File: src/rtl/writeback_pkg.sv
// Shared types for the writeback merge path: result payload, source tag and default FIFO depth.
package writeback_pkg;

    localparam int WB_FIFO_DEPTH = 2;

    typedef struct packed {
        logic [31:0] instr;
        logic [63:0] result;
        logic [4:0]  writereg;
    } writeback_data_t;

    typedef enum logic {WB_SRC_ALU, WB_SRC_MEM} wb_src_e;

endpackage

File: src/rtl/writeback_fifo.sv
// Small per-source result FIFO with push/pop/flush; head is the oldest entry, valid when count != 0.
module writeback_fifo
    import writeback_pkg::*;
#(
    parameter int DEPTH = WB_FIFO_DEPTH,
    localparam int PTR_W = $clog2(DEPTH)
) (
    input  logic              clk,
    input  logic              resetn,
    input  logic              push,
    input  writeback_data_t   push_data,
    input  logic              pop,
    input  logic              flush,
    output logic [PTR_W:0]    count,
    output writeback_data_t   head
);

    writeback_data_t r_mem [DEPTH];
    logic [PTR_W-1:0] r_wr_ptr;
    logic [PTR_W-1:0] r_rd_ptr;
    logic [PTR_W:0]   r_count;

    // Storage carries no reset; only pointers and count define what is live.
    always_ff @(posedge clk) begin
        if (push && !flush) begin
            r_mem[r_wr_ptr] <= push_data;
        end
    end

    always_ff @(posedge clk or negedge resetn) begin
        if (!resetn) begin
            r_wr_ptr <= '0;
            r_rd_ptr <= '0;
            r_count  <= '0;
        end else if (flush) begin
            r_wr_ptr <= '0;
            r_rd_ptr <= '0;
            r_count  <= '0;
        end else begin
            if (push) begin
                r_wr_ptr <= r_wr_ptr + 1'b1;
            end
            if (pop) begin
                r_rd_ptr <= r_rd_ptr + 1'b1;
            end
            case ({push, pop})
                2'b10:   r_count <= r_count + 1'b1;
                2'b01:   r_count <= r_count - 1'b1;
                default: r_count <= r_count;
            endcase
        end
    end

    assign count = r_count;
    assign head  = r_mem[r_rd_ptr];

endmodule

File: src/rtl/writeback_arbiter.sv
// Merges ALU and memory results into one registered writeback stream (memory priority, ALU starvation guard).
// Optional performance counters are built when WB_PERF_CNT_EN is defined.
module writeback_arbiter
    import writeback_pkg::*;
#(
    parameter int FIFO_DEPTH   = WB_FIFO_DEPTH,
    parameter int STARVE_LIMIT = 4
) (
    input  logic            clk,
    input  logic            resetn,
    input  logic            alu_valid,
    input  writeback_data_t alu_data,
    output logic            alu_ready,
    input  logic            mem_valid,
    input  writeback_data_t mem_data,
    output logic            mem_ready,
    input  logic            flush,
    output logic            wb_valid,
    output writeback_data_t wb_data,
    output wb_src_e         wb_src
`ifdef WB_PERF_CNT_EN
    ,
    output logic [63:0]     perf_commits,
    output logic [63:0]     perf_alu_starved
`endif
);

    localparam int CNT_W = $clog2(FIFO_DEPTH) + 1;
    localparam logic [CNT_W-1:0] FULL_CNT   = CNT_W'(FIFO_DEPTH);
    localparam logic [3:0]       STARVE_MAX = 4'(STARVE_LIMIT);

    logic [CNT_W-1:0] w_alu_count;
    logic [CNT_W-1:0] w_mem_count;
    writeback_data_t  w_alu_head;
    writeback_data_t  w_mem_head;
    logic             w_alu_has;
    logic             w_mem_has;
    logic             w_alu_win;
    logic             w_mem_win;
    logic             w_alu_push;
    logic             w_mem_push;
    logic             w_alu_pop;
    logic             w_mem_pop;

    logic [3:0]       r_starve_cnt;
    logic             r_wb_valid;
    writeback_data_t  r_wb_data;
    wb_src_e          r_wb_src;

    // Ready comes from registered counts only, so there is no valid->ready path.
    assign alu_ready  = (w_alu_count < FULL_CNT);
    assign mem_ready  = (w_mem_count < FULL_CNT);
    assign w_alu_push = alu_valid && alu_ready && !flush;
    assign w_mem_push = mem_valid && mem_ready && !flush;

    assign w_alu_has = (w_alu_count != '0);
    assign w_mem_has = (w_mem_count != '0);
    assign w_alu_win = w_alu_has && (!w_mem_has || (r_starve_cnt == STARVE_MAX));
    assign w_mem_win = w_mem_has && !w_alu_win;
    assign w_alu_pop = w_alu_win && !flush;
    assign w_mem_pop = w_mem_win && !flush;

    writeback_fifo #(.DEPTH(FIFO_DEPTH)) u_alu_fifo (
        .clk       (clk),
        .resetn    (resetn),
        .push      (w_alu_push),
        .push_data (alu_data),
        .pop       (w_alu_pop),
        .flush     (flush),
        .count     (w_alu_count),
        .head      (w_alu_head)
    );

    writeback_fifo #(.DEPTH(FIFO_DEPTH)) u_mem_fifo (
        .clk       (clk),
        .resetn    (resetn),
        .push      (w_mem_push),
        .push_data (mem_data),
        .pop       (w_mem_pop),
        .flush     (flush),
        .count     (w_mem_count),
        .head      (w_mem_head)
    );

    always_ff @(posedge clk or negedge resetn) begin
        if (!resetn) begin
            r_wb_valid   <= 1'b0;
            r_wb_data    <= '0;
            r_wb_src     <= WB_SRC_ALU;
            r_starve_cnt <= '0;
        end else if (flush) begin
            r_wb_valid   <= 1'b0;
            r_starve_cnt <= '0;
        end else begin
            r_wb_valid <= w_alu_win || w_mem_win;
            if (w_alu_win) begin
                r_wb_data <= w_alu_head;
                r_wb_src  <= WB_SRC_ALU;
            end else if (w_mem_win) begin
                r_wb_data <= w_mem_head;
                r_wb_src  <= WB_SRC_MEM;
            end
            // Counts consecutive losses of a waiting ALU head; saturation is moot since the ALU then wins.
            if (!w_alu_has || w_alu_win) begin
                r_starve_cnt <= '0;
            end else if (r_starve_cnt != STARVE_MAX) begin
                r_starve_cnt <= r_starve_cnt + 1'b1;
            end
        end
    end

    assign wb_valid = r_wb_valid;
    assign wb_data  = r_wb_data;
    assign wb_src   = r_wb_src;

`ifdef WB_PERF_CNT_EN
    logic [63:0] r_perf_commits;
    logic [63:0] r_perf_alu_starved;

    always_ff @(posedge clk or negedge resetn) begin
        if (!resetn) begin
            r_perf_commits     <= '0;
            r_perf_alu_starved <= '0;
        end else if (!flush) begin
            if (w_alu_win || w_mem_win) begin
                r_perf_commits <= r_perf_commits + 64'd1;
            end
            if (w_alu_has && w_mem_win) begin
                r_perf_alu_starved <= r_perf_alu_starved + 64'd1;
            end
        end
    end

    assign perf_commits     = r_perf_commits;
    assign perf_alu_starved = r_perf_alu_starved;
`endif

endmodule

File: config.mk
export PLATFORM = sky130hd
export DESIGN_NAME = writeback_arbiter
export DESIGN_NICKNAME = d
export VERILOG_FILES = /design/src/rtl/writeback_pkg.sv /design/src/rtl/writeback_fifo.sv /design/src/rtl/writeback_arbiter.sv
export SDC_FILE = /design/constraint.sdc
export NUM_CORES = 1
export LEC_CHECK = 0
export CORE_MARGIN = 5
export CORE_UTILIZATION = 40
export DETAILED_ROUTE_END_ITERATION = 8
export PLACE_DENSITY = 0.6
export REMOVE_ABC_BUFFERS = 1
export SKIP_CTS_REPAIR_TIMING = 1
export SLEW_MARGIN = 20
export SYNTH_ARGS = -nofsm -noshare
export SYNTH_HDL_FRONTEND = slang
export SYNTH_SLANG_ARGS = --single-unit
File: constraint.sdc
create_clock -name clk -period 26.1 [get_ports clk]
set_input_delay 3.915 -clock clk [delete_from_list [all_inputs] [get_ports clk]]
set_output_delay 3.915 -clock clk [all_outputs]
set_load 0.005 [all_outputs]
# After elaboration in Yosys (flattened, before gate mapping)
# Memory sizes are Yosys's and may differ from the RTL's.
# Cells that the tools add are included.
# totals
ram_bits,404
mem_count,2
latch_bits,0
inputBits,207
regBits,115
mem_bits_ro,0
output_inout_bits,105
# op_classes
reduce_logical,28
multipliers,0
shifts,0
magnitude_cmp,2
muxes,24
eq_ne,6
n_bitwise,1
addsub,9
div,0
# mem_list
name,depth,word_bits,read_ports,rd_clocked_by_memory_dff,wr,line,rtl
u_alu_fifo.r_mem,2,101,1,0,1,writeback_fifo.sv:18,writeback_data_t r_mem [DEPTH];
u_mem_fifo.r_mem,2,101,1,0,1,writeback_fifo.sv:18,
# op_table
cell,count
two-way mux 101 bit,2
two-way mux 1 bit,15
nonzero test 2 bit,7
two-way mux 4 bit,3
logical AND 1 bit,10
nonzero test 3 bit,3
one-hot mux 2 bit (2 select lines),2
"adder 1 bit, second input constant",4
"adder 2 x 1 -> 2 bit, second input constant",2
"adder 4 x 1 -> 4 bit, second input constant",1
"equality test 2 x 1 -> 1 bit, second input constant",2
"equality test 2 bit, second input constant",2
"equality test 4 x 3 -> 1 bit, second input constant",1
logical NOT 1 bit,4
"less-than comparator 2 bit, second input constant",2
two-way mux 2 bit,2
"!= test 4 x 3 -> 1 bit, second input constant",1
"subtractor 2 x 1 -> 2 bit, second input constant",2
logical OR 1 bit,3
AND reduction 2 bit,1
NOT 1 bit,1

# Longest topological paths before layout
# logic_depth
word_depth,10
depth_mapped,9

# Modules after synthesis
# A second synthesis with hierarchy kept.
# hier_totals
hier_cells,1286
area_unflattened_um2,21515.6
# modules_own_cells
module,cells_per_inst,instances,seq_area_each_um2,area_per_inst_um2
writeback_fifo (u_mem_fifo),333,1,6165.9,7843.8
writeback_fifo (u_alu_fifo),332,1,6165.9,7841.3
writeback_arbiter,621,1,2677.6,5830.6

# Worst setup path before layout
# No wires, ideal clock.
# synth_path
path_kind,input to register
start,input flush
end,memory u_alu_fifo.r_mem[1][0] (netlist name) (enable)
setup_ns,0.705
path_slack_ns,13.708
arrival_ns,11.687
n_path_buf,2
cell_stages,3
cell_sequence,clkbuf_1 > clkbuf_1 > nor3b_1
# synth_between
elab_chain_cells,5
# synth_lines
item,line,rtl
start: declaration,writeback_arbiter.sv:17,"input logic flush,"
logical NOT 1 bit *,"writeback_fifo.sv:25, writeback_arbiter.sv:53",
logical AND 1 bit,writeback_arbiter.sv:53,assign w_alu_push = alu_valid && alu_ready && !flush;
logical AND 1 bit *,writeback_fifo.sv:25,if (push && !flush) begin
two-way mux 1 bit *,writeback_fifo.sv:25,
two-way mux 1 bit (not written as such) *,writeback_fifo.sv:26,r_mem[r_wr_ptr] <= push_data;
end: declaration,writeback_fifo.sv:18,
# Mark *: on every way between the ends. The rest lies on a longest branch, timed or not.

# Final worst setup path
# layout_path
start,input flush
end,memory u_alu_fifo.r_mem[1][36] (netlist name) (enable)
# The elaborated chain is that of the path after synthesis.

==> impl_summary.txt <==
----------------------------------------------------
[Outcome]
  Result of the run ... complete, no violations

[Critical path]
  Cell at the slowest stage of the critical path ... clkdlybuf4s50_1
  Most common cell type on the critical path ... buf_4
  CP startpoint ... flush
  Data arrival time of the critical path ... 6.57 ns
  Critical path buffer and inverter count ... 3
  Worst Setup End Kind ... register
  Delay of the slowest critical-path stage ... 0.79 ns
  Required time of the critical path ... 26.31 ns
  Setup CP Type ... in2reg
  Cells along the critical path ... clkdlybuf4s50_1 -> nor3b_2 -> buf_4 -> buf_4
  Number of cells on the worst reg-to-reg path ... 7
  Top delay family on crit path ... buffers and inverters
  Critical path fanouts, max ... 51
  Category of the worst setup path launch point ... input port
  R2r startpoint ... r_starve_cnt[0]$_DFFE_PN0P_
  CP Depth ... 4

[Synth]
  Share of the synthesized area in the top cell type ... 0.618
  Leading post-synthesis cells by cell area ... edfxtp_1 62%, dfrtp_1 15%, mux2i_1 10%
  Post-synthesis cell type count ... 33
  Average cell area after synthesis ... 17.0 um2
  Cell accounting for the most synthesized area ... edfxtp_1
  Cell area after synthesis ... 0.0196 mm2
  Sequential element share of the synthesized area ... 0.764
  Number of synthesis warnings ... 0
  Instance count of the mapped netlist ... 1153
  Number of storage elements in the synthesis netlist ... 519

[Place]
  Placed instance count ... 2071
  Post-place instance area ... 0.0233 mm2
  DPL Wire Length ... 28300 um
  Count of buffers inserted at the top-level ports ... 311
  Final weighted congestion in routability-driven placement ... 0.719

[Finish]
  Final cell area excluding filler cells ... 0.0251 mm2
  Fin nets ... 1673
  Filler-free cell count of the finished design ... 2174
  Most frequent cells in the layout ... 404 x edfxtp_1, 310 x clkdlybuf4s50_1, 202 x mux2i_1
  Most common cell after layout, fill and taps aside ... edfxtp_1
  Filler cells ... 4055
  Area growth from synthesis to final layout ... 27.6%
  Ratio of cells with drive above 1 in the final layout ... 0.0756
  Layout Utilization ... 0.514

[Route]
  Number of detailed-route iterations in the first pass ... 4
  Detailed-route wire length per cell ... 21.5 um
  Average vias per placed instance ... 5.05
  DRC violation count after routing ... 0
  Via count ... 11000
  Routed wire length ... 46600 um
  Detailed router's first-iteration violation count ... 558
  DRT antenna net count ... 0

[STA]
  Hold Slack ... 0.490 ns
  Crit share post-route ... 0.244
  Final hold violations ... 0
  Setup violations, final ... 0
  Max-slew violation count ... 0
  Least-Margin Pin Slew ... 1.08 ns
  Upper clock frequency limit ... 157 MHz
  Final min period ... 6.36 ns
  Setup clock skew after layout ... 0.0154 ns
  RSZ-0062 raised after global routing ... false
  Setup total negative slack ... 0 ns
  Worst slew slack as a fraction of its limit ... 0.277

[GRT]
  Pin count of the biggest net entering global routing ... 111
  GRT Resource Usage Total ... 0.170
  Met1 demand-to-capacity share in global routing ... 0.223
  Wire length of the first global-routing pass ... 69700 um
  GRT busiest layer ... met2
  Number of global-route vias before repair ... 11300
  Initial antenna violation count ... 9
  Residual overflow from global routing ... 0
  Met2 Usage GRT ... 0.280
  Met3 track demand over resource ... 0.0459

[CTS]
  Clock tree from TritonCTS ... built
  Clock transition at the registers of the reported paths ... 0.06 ns
  CTS HTree Levels ... 2
  CTS root buf ... clkbuf_16
  TritonCTS Sinks ... 519
  Number of CTS-inserted buffers ... 54
  Clock tree buffer depth ... 3
  Later-pin clock latency in the skew report ... 0.59 ns

[Floorplan]
  Area of the placeable core ... 0.0487 mm2
  Vertical die dimension ... 232 um
  Die boundary width ... 232 um
  Full die area ... 0.0536 mm2
  Count of standard-cell rows ... 81
  I/O pin count ... 312
  Initial Utilization ... 0.403

[Hold path]
  Worst min path class ... reg2reg
  Number of instances on the worst hold path ... 2
  Hold Startpoint ... wb_src$_DFFE_PN0P_

[Power and ir drop]
  PwrDens ... 80.3 mW/mm2
  Worst IR drop on VDD ... 0.0505 mV
  Reported leakage power ... 8.96 nW

[Run]
  Number of maximum-capacitance constraint violations ... 0

----------------------------------------------------
==> worst min-delay path: stages, from the launching register on <==
cell and delay [ns]:
dfrtp_1 0.35, nand2_1 0.05, o21ai_0 0.06
==> through the flow <==
step	setup slack (ns)	power [W]
2_1_floorplan	14.01	0.00112
3_3_place_gp	18.87	0.00127
3_5_place_dp	18.79	0.00127
4_1_cts	19.40	0.00204
5_1_grt	19.55	0.00209
6_report	19.74	0.00201
==> final timing paths <==
| check | slack [ns] | end |
|---|---|---|
| max in group asynchronous | 21.67 | u_mem_fifo.r_rd_ptr$_DFFE_PN0P_ |
| max | 19.74 | u_alu_fifo.r_mem[1][36]$_DFFE_PP_ |
| min | 0.49 | wb_src$_DFFE_PN0P_ |
| max reg2reg | 23.13 | wb_data[40]$_DFFE_PN0P_ |
| min in group asynchronous | 3.27 | wb_data[76]$_DFFE_PN0P_ |
| min reg2reg | 0.49 | wb_src$_DFFE_PN0P_ |
==> logic make-up (layout without fill, tap and decap cells) <==
group	Yosys count	after routing	synth area share
DFF	519	519	0.764
AOI/OAI and AO/OA	215	215	0.0753
muxes	203	203	0.104
and+or+nand+nor	129	129	0.0271
buffers and inverters	78	433	0.0253
xor gates and xnor gates	7	7	0.00312
adders and majority gates	2	2	0.00127
other	0	2	0
==> layout make-up <==
cell class / count / area, um2 / share of cell area
inverter: 5 / 18.8 / 0.000749
clock inverter: 27 / 265 / 0.0106
tap: 664 / 831 / 0.0331
clock buffer: 73 / 1490 / 0.0596
sequential: 519 / 15000 / 0.599
timing repair buffer: 328 / 3270 / 0.130
antenna: 2 / 5.00 / 0.000200
multi-input combinational: 556 / 4170 / 0.166
==> flip-flops by register name, summed over array words and instances, names as in the netlist <==
signal / flops
u_mem_fifo.r_wr_ptr: 1
u_alu_fifo.count: 2
wb_valid: 1
u_alu_fifo.r_mem: 202
wb_src: 1
u_mem_fifo.count: 2
u_mem_fifo.r_mem: 202
r_starve_cnt: 4
u_alu_fifo.r_wr_ptr: 1
wb_data: 101
u_mem_fifo.r_rd_ptr: 1
u_alu_fifo.r_rd_ptr: 1
==> layer usage <==
| layer | vias up | wire length (um) |
|---|---|---|
| met5 | - | 114 |
| met4 | 16 | 1100 |
| met3 | 83 | 2810 |
| met2 | 272 | 23000 |
| met1 | 5542 | 19600 |
| li1 | 5059 | - |
==> synth_stat cells <==
| cell type | number |
|---|---|
| xor2_1 | 3 |
| o311ai_0 | 1 |
| a22o_1 | 101 |
| dfrtp_1 | 115 |
| nor4b_1 | 1 |
| o21ai_2 | 1 |
| nor2_2 | 2 |
| mux2_1 | 1 |
| or2_2 | 1 |
| nor2_1 | 6 |
| ha_1 | 2 |
| or2_4 | 1 |
| nand3_1 | 3 |
| nand2_1 | 105 |
| buf_2 | 46 |
| nor4_1 | 3 |
| edfxtp_1 | 404 |
| o21a_4 | 1 |
| a21o_1 | 1 |
| clkbuf_1 | 6 |
| xnor2_1 | 4 |
| mux2i_1 | 202 |
| o21ai_0 | 3 |
| buf_6 | 18 |
| a211o_1 | 1 |
| and3_1 | 1 |
| inv_1 | 5 |
| nand2b_1 | 1 |
| nor3b_1 | 2 |
| nor3_1 | 2 |
| a21oi_1 | 106 |
| buf_4 | 3 |
| and3b_1 | 1 |
==> power by group <==
part,total (W),switching (W),internal (W)
sequential,0.00100,0.0000427,0.000960
combinational,0.000251,0.000104,0.000147
clock,0.000759,0.000310,0.000450
total,0.00201,0.000457,0.00156
(Power assumes the default switching activity.)
